--- src/rtl/pipe_pkg.sv ---
// Shared definitions for the core's pipeline registers (IF/ID and its ID/EX, EX/MEM successors).
package pipe_pkg;

    typedef enum logic [1:0] {
        ST_EMPTY = 2'd0,
        ST_FULL  = 2'd1,
        ST_SKID  = 2'd2
    } pipe_state_e;

    // addi x0,x0,0
    localparam logic [31:0] RV_NOP = 32'h0000_0013;

    typedef struct packed {
        logic [31:0] pc;
        logic [31:0] instr;
    } pipe_entry_t;

    function automatic pipe_entry_t pipe_bubble();
        pipe_entry_t e;
        e.pc    = '0;
        e.instr = RV_NOP;
        return e;
    endfunction

endpackage

--- src/rtl/ifid_pipe_stage_if.sv ---
// Fetch-to-decode bus of the IF/ID stage; names are seen from the stage's side.
interface ifid_pipe_stage_if #(
    parameter int PC_W    = 32,
    parameter int INSTR_W = 32
);
    // A word moves when valid and ready are both high at a rising clock edge;
    // a producer keeps valid and its data stable until that happens, and
    // ready may depend on valid but valid never depends on ready.
    logic               flush_i;
    logic               valid_i;
    logic               ready_o;
    logic [PC_W-1:0]    PC_i;
    logic [INSTR_W-1:0] instruc_i;
    logic               valid_o;
    logic               ready_i;
    logic [PC_W-1:0]    PC_o;
    logic [INSTR_W-1:0] instruc_o;
    logic [1:0]         occ_o;

    modport master (
        output flush_i, valid_i, PC_i, instruc_i, ready_i,
        input  ready_o, valid_o, PC_o, instruc_o, occ_o
    );

    modport slave (
        input  flush_i, valid_i, PC_i, instruc_i, ready_i,
        output ready_o, valid_o, PC_o, instruc_o, occ_o
    );

endinterface

--- src/rtl/ifid_pipe_stage.sv ---
// IF/ID pipeline register: PC and instruction from fetch to decode, with an optional
// skid entry so ready_o is purely registered, and a flush that squashes both entries.
module ifid_pipe_stage
    import pipe_pkg::*;
#(
    parameter int          PC_W      = 32,
    parameter int          INSTR_W   = 32,
    parameter bit          SKID_EN   = 1'b1,
    parameter logic [31:0] NOP_INSTR = RV_NOP
) (
    input  logic        clk_i,
    input  logic        rst_n_i,
    ifid_pipe_stage_if.slave bus,
    output pipe_state_e state_o
);

    typedef struct packed {
        logic [PC_W-1:0]    pc;
        logic [INSTR_W-1:0] instr;
    } entry_t;

    localparam logic [INSTR_W-1:0] NOP_W  = INSTR_W'(NOP_INSTR);
    localparam entry_t             BUBBLE = '{pc: '0, instr: NOP_W};

    pipe_state_e state_q, state_d;
    entry_t      main_q, main_d;
    entry_t      skid_q, skid_d;
    entry_t      in_entry;
    logic        valid_int;
    logic        ready_int;
    logic        in_fire;
    logic        out_fire;

    assign in_entry  = '{pc: bus.PC_i, instr: bus.instruc_i};
    assign valid_int = (state_q != ST_EMPTY);
    assign in_fire   = bus.valid_i && ready_int;
    assign out_fire  = valid_int && bus.ready_i;

    generate
        if (SKID_EN) begin : g_skid
            // ready_o comes from state only, breaking the ready path back into fetch
            assign ready_int = rst_n_i && (state_q != ST_SKID);

            always_ff @(posedge clk_i or negedge rst_n_i) begin
                if (!rst_n_i) skid_q <= BUBBLE;
                else          skid_q <= skid_d;
            end
        end else begin : g_no_skid
            assign ready_int = rst_n_i && (!valid_int || bus.ready_i);
            assign skid_q    = BUBBLE;
        end
    endgenerate

    always_ff @(posedge clk_i or negedge rst_n_i) begin
        if (!rst_n_i) begin
            state_q <= ST_EMPTY;
            main_q  <= BUBBLE;
        end else begin
            state_q <= state_d;
            main_q  <= main_d;
        end
    end

    always_comb begin
        state_d = state_q;
        main_d  = main_q;
        skid_d  = skid_q;
        // A flushed cycle still lets decode consume the head; it just leaves nothing behind.
        if (bus.flush_i) begin
            state_d = ST_EMPTY;
            main_d  = BUBBLE;
            skid_d  = BUBBLE;
        end else begin
            unique case (state_q)
                ST_EMPTY: begin
                    if (in_fire) begin
                        state_d = ST_FULL;
                        main_d  = in_entry;
                    end
                end
                ST_FULL: begin
                    if (in_fire && out_fire) begin
                        main_d = in_entry;
                    end else if (in_fire && SKID_EN) begin
                        state_d = ST_SKID;
                        skid_d  = in_entry;
                    end else if (out_fire) begin
                        state_d = ST_EMPTY;
                        main_d  = BUBBLE;
                    end
                end
                ST_SKID: begin
                    if (out_fire) begin
                        state_d = ST_FULL;
                        main_d  = skid_q;
                        skid_d  = BUBBLE;
                    end
                end
                default: begin
                    state_d = ST_EMPTY;
                    main_d  = BUBBLE;
                    skid_d  = BUBBLE;
                end
            endcase
        end
    end

    assign bus.ready_o   = ready_int;
    assign bus.valid_o   = valid_int;
    assign bus.PC_o      = main_q.pc;
    assign bus.instruc_o = main_q.instr;
    assign bus.occ_o     = state_q;
    assign state_o       = state_q;

endmodule

--- src/flat_wrapper.sv ---
// flat-port wrapper written by rule: the top's interface ports become plain ports
module ifid_pipe_stage_flat import pipe_pkg::*;
#(
    parameter int          PC_W      = 32,
    parameter int          INSTR_W   = 32,
    parameter bit          SKID_EN   = 1'b1,
    parameter logic [31:0] NOP_INSTR = RV_NOP
)
  (clk_i, rst_n_i, state_o, bus_flush_i, bus_valid_i, bus_PC_i, bus_instruc_i, bus_ready_i, bus_ready_o, bus_valid_o, bus_PC_o, bus_instruc_o, bus_occ_o);
  ifid_pipe_stage_if #(.PC_W(PC_W), .INSTR_W(INSTR_W)) bus_i ();
  input  logic clk_i;
  input  logic rst_n_i;
  output pipe_state_e state_o;
  input wire logic [$bits(bus_i.flush_i)-1:0] bus_flush_i;
  input wire logic [$bits(bus_i.valid_i)-1:0] bus_valid_i;
  input wire logic [$bits(bus_i.PC_i)-1:0] bus_PC_i;
  input wire logic [$bits(bus_i.instruc_i)-1:0] bus_instruc_i;
  input wire logic [$bits(bus_i.ready_i)-1:0] bus_ready_i;
  output wire logic [$bits(bus_i.ready_o)-1:0] bus_ready_o;
  output wire logic [$bits(bus_i.valid_o)-1:0] bus_valid_o;
  output wire logic [$bits(bus_i.PC_o)-1:0] bus_PC_o;
  output wire logic [$bits(bus_i.instruc_o)-1:0] bus_instruc_o;
  output wire logic [$bits(bus_i.occ_o)-1:0] bus_occ_o;
  assign bus_i.flush_i = bus_flush_i;
  assign bus_i.valid_i = bus_valid_i;
  assign bus_i.PC_i = bus_PC_i;
  assign bus_i.instruc_i = bus_instruc_i;
  assign bus_i.ready_i = bus_ready_i;
  assign bus_ready_o = bus_i.ready_o;
  assign bus_valid_o = bus_i.valid_o;
  assign bus_PC_o = bus_i.PC_o;
  assign bus_instruc_o = bus_i.instruc_o;
  assign bus_occ_o = bus_i.occ_o;
  ifid_pipe_stage #(.PC_W(PC_W), .INSTR_W(INSTR_W), .SKID_EN(SKID_EN), .NOP_INSTR(NOP_INSTR)) u_core (.clk_i(clk_i), .rst_n_i(rst_n_i), .bus(bus_i), .state_o(state_o));
endmodule
--- config.mk ---
export PLATFORM = sky130hd
export DESIGN_NAME = ifid_pipe_stage_flat
export DESIGN_NICKNAME = d
export VERILOG_FILES = /design/src/rtl/pipe_pkg.sv /design/src/rtl/ifid_pipe_stage_if.sv /design/src/rtl/ifid_pipe_stage.sv /design/src/flat_wrapper.sv
export SDC_FILE = /design/constraint.sdc
export NUM_CORES = 1
export LEC_CHECK = 0
export BUFFER_PORTS_ARGS = -buffer_cell sky130_fd_sc_hd__buf_4
export CORE_MARGIN = 3
export CORE_UTILIZATION = 54
export CTS_CLUSTER_SIZE = 12
export DETAILED_ROUTE_END_ITERATION = 7
export PLACE_DENSITY = 0.8
export SLEW_MARGIN = 20
export SYNTH_ARGS = -nofsm -noshare
export SYNTH_HDL_FRONTEND = slang
export SYNTH_SLANG_ARGS = --single-unit
--- constraint.sdc ---
create_clock -name clk_i -period 1.9 [get_ports clk_i]
set_clock_uncertainty 0.15 [all_clocks]
set_input_delay 0.095 -clock clk_i [delete_from_list [all_inputs] [get_ports clk_i]]
set_output_delay 0.095 -clock clk_i [all_outputs]
set_load 0.05 [all_outputs]
==> summary.md <==
| Metric | Value |
|---|---|
| Status | `complete, no violations` |
| Met1 WL | `7360 um` |
| Top-area cell type share of the netlist area | `49.9%` |
| Num rows | `38` |
| Comb pwr share | `18.8%` |
| Max_cap viols | `0` |
| Most common cell after layout, fill and taps aside | `buf_4` |
| Minimum clock period after layout | `~1.8 ns` |
| Share of cells above drive strength 1 | `28.2%` |
| Vias in the first global route | `5627` |
| Final number of max-transition violations | `0` |
| Post-synth net total | `600` |
| CP endpoint kind | `flop` |
| Fillcell total | `677` |
| # setup viols final | `0` |
| Top sig layer | `met4` |
| Drt first-iter violations | `a little over 500` |
| ANT cells | `0` |
| Sum Neg Setup Slack | `0 ns` |
| Final instance area | `8590 sq um` |
| Die H | `~110 um` |
| Yosys top cell by area | `dfrtp_1` |
| TritonCTS clock tree | `built` |
| Pwr Density | `845 nW/um^2` |
| Clk network pwr share | `around 40%` |
| Ys Warns | `0` |
| Placed insts | `around 780` |
| Syn_area_per_cell | `approximately 12 sq um` |
| Sequential fraction of the synthesis area | `52.5%` |
| Cells after synthesis | `around 530` |
| Met2 routed WL | `8810 um` |
| Nets | `800` |
| Max Freq | `0.541 GHz` |
| CTS buffer count | `17` |
| Worst min path class | `input port to async pin` |
| RSZ-0062 raised after global routing | `no` |
| DR vias | `5370` |
| CP startpoint | `u_core.bus.occ_o[1]` |
| Core area | `~11000 sq um` |
| Max clock buf depth | `2` |
| Clock root cell | `clkbuf_16` |
| Peak supply drop | `0.000614 V` |
| CP Max Fanout | `23` |
| Critical Path AT | `2.01 ns` |
| Power Total | `7260 uW` |
| ANT nets after route | `0` |
| Crit start category | `flop` |
| Die W | `113 um` |
| Slew headroom | `a little over two fifths` |
| Worst reg-to-reg setup slack | `0.05 ns` |
| Critical Path RT | `2.06 ns` |
| Non-filler instance count after layout | `roughly 880` |
| Reg power frac | `40.8%` |
| Clock sinks | `130` |
| Reg clk slew, reported paths | `roughly 0.06 ns` |
| DP Wirelength | `10100 um` |
| Pin count of the biggest net entering global routing | `about 70` |
| H-tree Lvls | `4` |
| Drt drc | `0` |
| Critical setup path kind | `flop to flop` |
| First-pass iteration count of the detailed router | `5` |
| Reg2reg end | `u_core.bus.instruc_o[23]` |
| Pleak | `0.00398 uW` |
| Worst r2r src | `u_core.bus.occ_o[1]` |
| WL final | `17800 um` |
| Top-Level Pins | `139` |
| Port bufs | `138` |
| Global route overflow | `0` |
| Post-synthesis cell type count | `37` |
| Hold Vio Cnt, Final | `0` |
| Sw frac | `28.7%` |
| Final RePlAce weighted congestion | `between 0.7 and 0.8` |
| Starting Density | `about 56%` |
| GRT Overall Usage | `28.0%` |
| Global-route wire length before repair | `28500 um` |
| Synth area leaders | `dfrtp_1 50%, a22o_1 17%, mux2i_1 9.8%, o21ai_0 4.9%, nand2_1 3.8%` |
| Placed Area | `7290 sq um` |
| Synth Register Bits | `130` |
| Clk_lat worst skew | `roughly 0.43 ns` |
| Internal power | `5170 uW` |
| Highest-count cells in the layout ignoring fill and taps | `149 x buf_4, 122 x a22o_1, 122 x dfrtp_1` |
| Final period util | `97.3%` |
| Area Overhead vs Synth | `38.2%` |
| Wirelength per Cell | `20.1 um` |
| Area of the die | `12800 sq um` |
| Slew @ Worst Pin | `0.863 ns` |
| Mapped cell area | `6210 sq um` |
| DR vias/cell | `6.07` |
| DR WL met3 | `1190 um` |
| Worst reg2reg path depth | `6` |
| Switching pwr | `2080 uW` |
| Worst setup path end | `u_core.bus.instruc_o[23]` |
| Initial antenna violation count | `0` |
## what timing repair did
| action | CTS | global route |
|---|---|---|
| buffers inserted | 0 | 4 |
| pin swaps | 0 | 1 |
| setup endpoints to repair | 1 | 51 |
| gates resized for setup | 1 | 4 |
| hold buffers | 70 | 0 |
| endpoints found under the hold margin | 260 | 0 |
## worst min-delay path by stage
stage	slack [ns]	cells past startpoint	end	startpoint
5_1_grt	0.22	3	u_core.skid_q[12]	rst_n_i
2_1_floorplan	-0.35	0	u_core.bus.PC_o[0]	rst_n_i
3_5_place_dp	-0.26	1	u_core.bus.occ_o[1]	rst_n_i
3_3_place_gp	-0.26	1	u_core.bus.occ_o[1]	rst_n_i
6_report	0.20	3	u_core.bus.instruc_o[13]	rst_n_i
4_1_cts	0.20	3	u_core.bus.occ_o[0]	rst_n_i
## routing by layer
layer	up-vias	track usage, %
li1	2372	-
met1	2687	35.4
met3	49	6.31
met2	262	46.6
met4	0	11.9
met5	-	0
## through the flow
stage                     setup WS [ns]  hold WS (ns)  util (%)
after detailed placement         0.0558        -0.259      66.1
final                            0.0510         0.201      77.9
after CTS                        0.0348         0.196      77.2
after floorplan                 0.00573        -0.351         -
after global routing            0.00298         0.219      77.9
after global placement           0.0889        -0.262      66.1
## power groups by stage
stage	Sequential (uW)	Combinational (uW)	Clock [uW]
final	2960	1370	2930
after global routing	2970	1450	3080
after CTS	2960	1330	2940
after detailed placement	3000	1200	0
after global placement	3000	1170	0
after floorplan	3310	422	0
## cells in the mapped netlist, drive strengths merged
library cell  count
or2               1
nand3             1
o21ai            61
nand3b            3
a21o              1
clkbuf            7
dfstp             6
nor3              2
or3               1
nand2            64
nor2              2
mux2i            61
a22o            122
o22ai             1
and4b             1
a2bb2oi           1
and3b             2
a21oi             8
o22a              3
inv               3
a22oi             4
nand2b            1
dfrtp           124
and2b             1
buf              45
nor2b             5
## cell families (layout without fill, tap and decap cells)
| family | Yosys count | in the layout | synth area share, % |
|---|---|---|---|
| AOI/OAI and AO/OA | 201 | 201 | 24.4 |
| DFF | 130 | 130 | 52.5 |
| and+or+nand+nor | 84 | 84 | 6.56 |
| muxes | 61 | 61 | 9.82 |
| buffers and inverters | 55 | 268 | 6.76 |
## area by class of cell
| type | instances | area (sq um) | area share, % |
|---|---|---|---|
| Tap cell | 140 | 175 | 2.04 |
| Sequential cell | 130 | 3270 | 38.0 |
| Inverter | 3 | 11.3 | 0.131 |
| Clock buffer | 26 | 489 | 5.69 |
| Multi-Input combinational cell | 346 | 2540 | 29.6 |
| Clock inverter | 6 | 30.0 | 0.350 |
| Timing Repair Buffer | 233 | 2080 | 24.2 |
## worst max-delay path: stages (launching register included)
cell and delay, ns:
dfrtp_4 0.53, nand3b_4 0.19, a22oi_2 0.23, nor2_4 0.07
buf_12 0.15, buf_12 0.16, a22o_1 0.24
## flip-flops by register name, indices dropped and copies added (netlist names)
signal	cells
u_core.bus.PC_o	32
u_core.bus.occ_o	2
u_core.skid_q	64
u_core.bus.instruc_o	32
(Power assumes the default switching activity.)
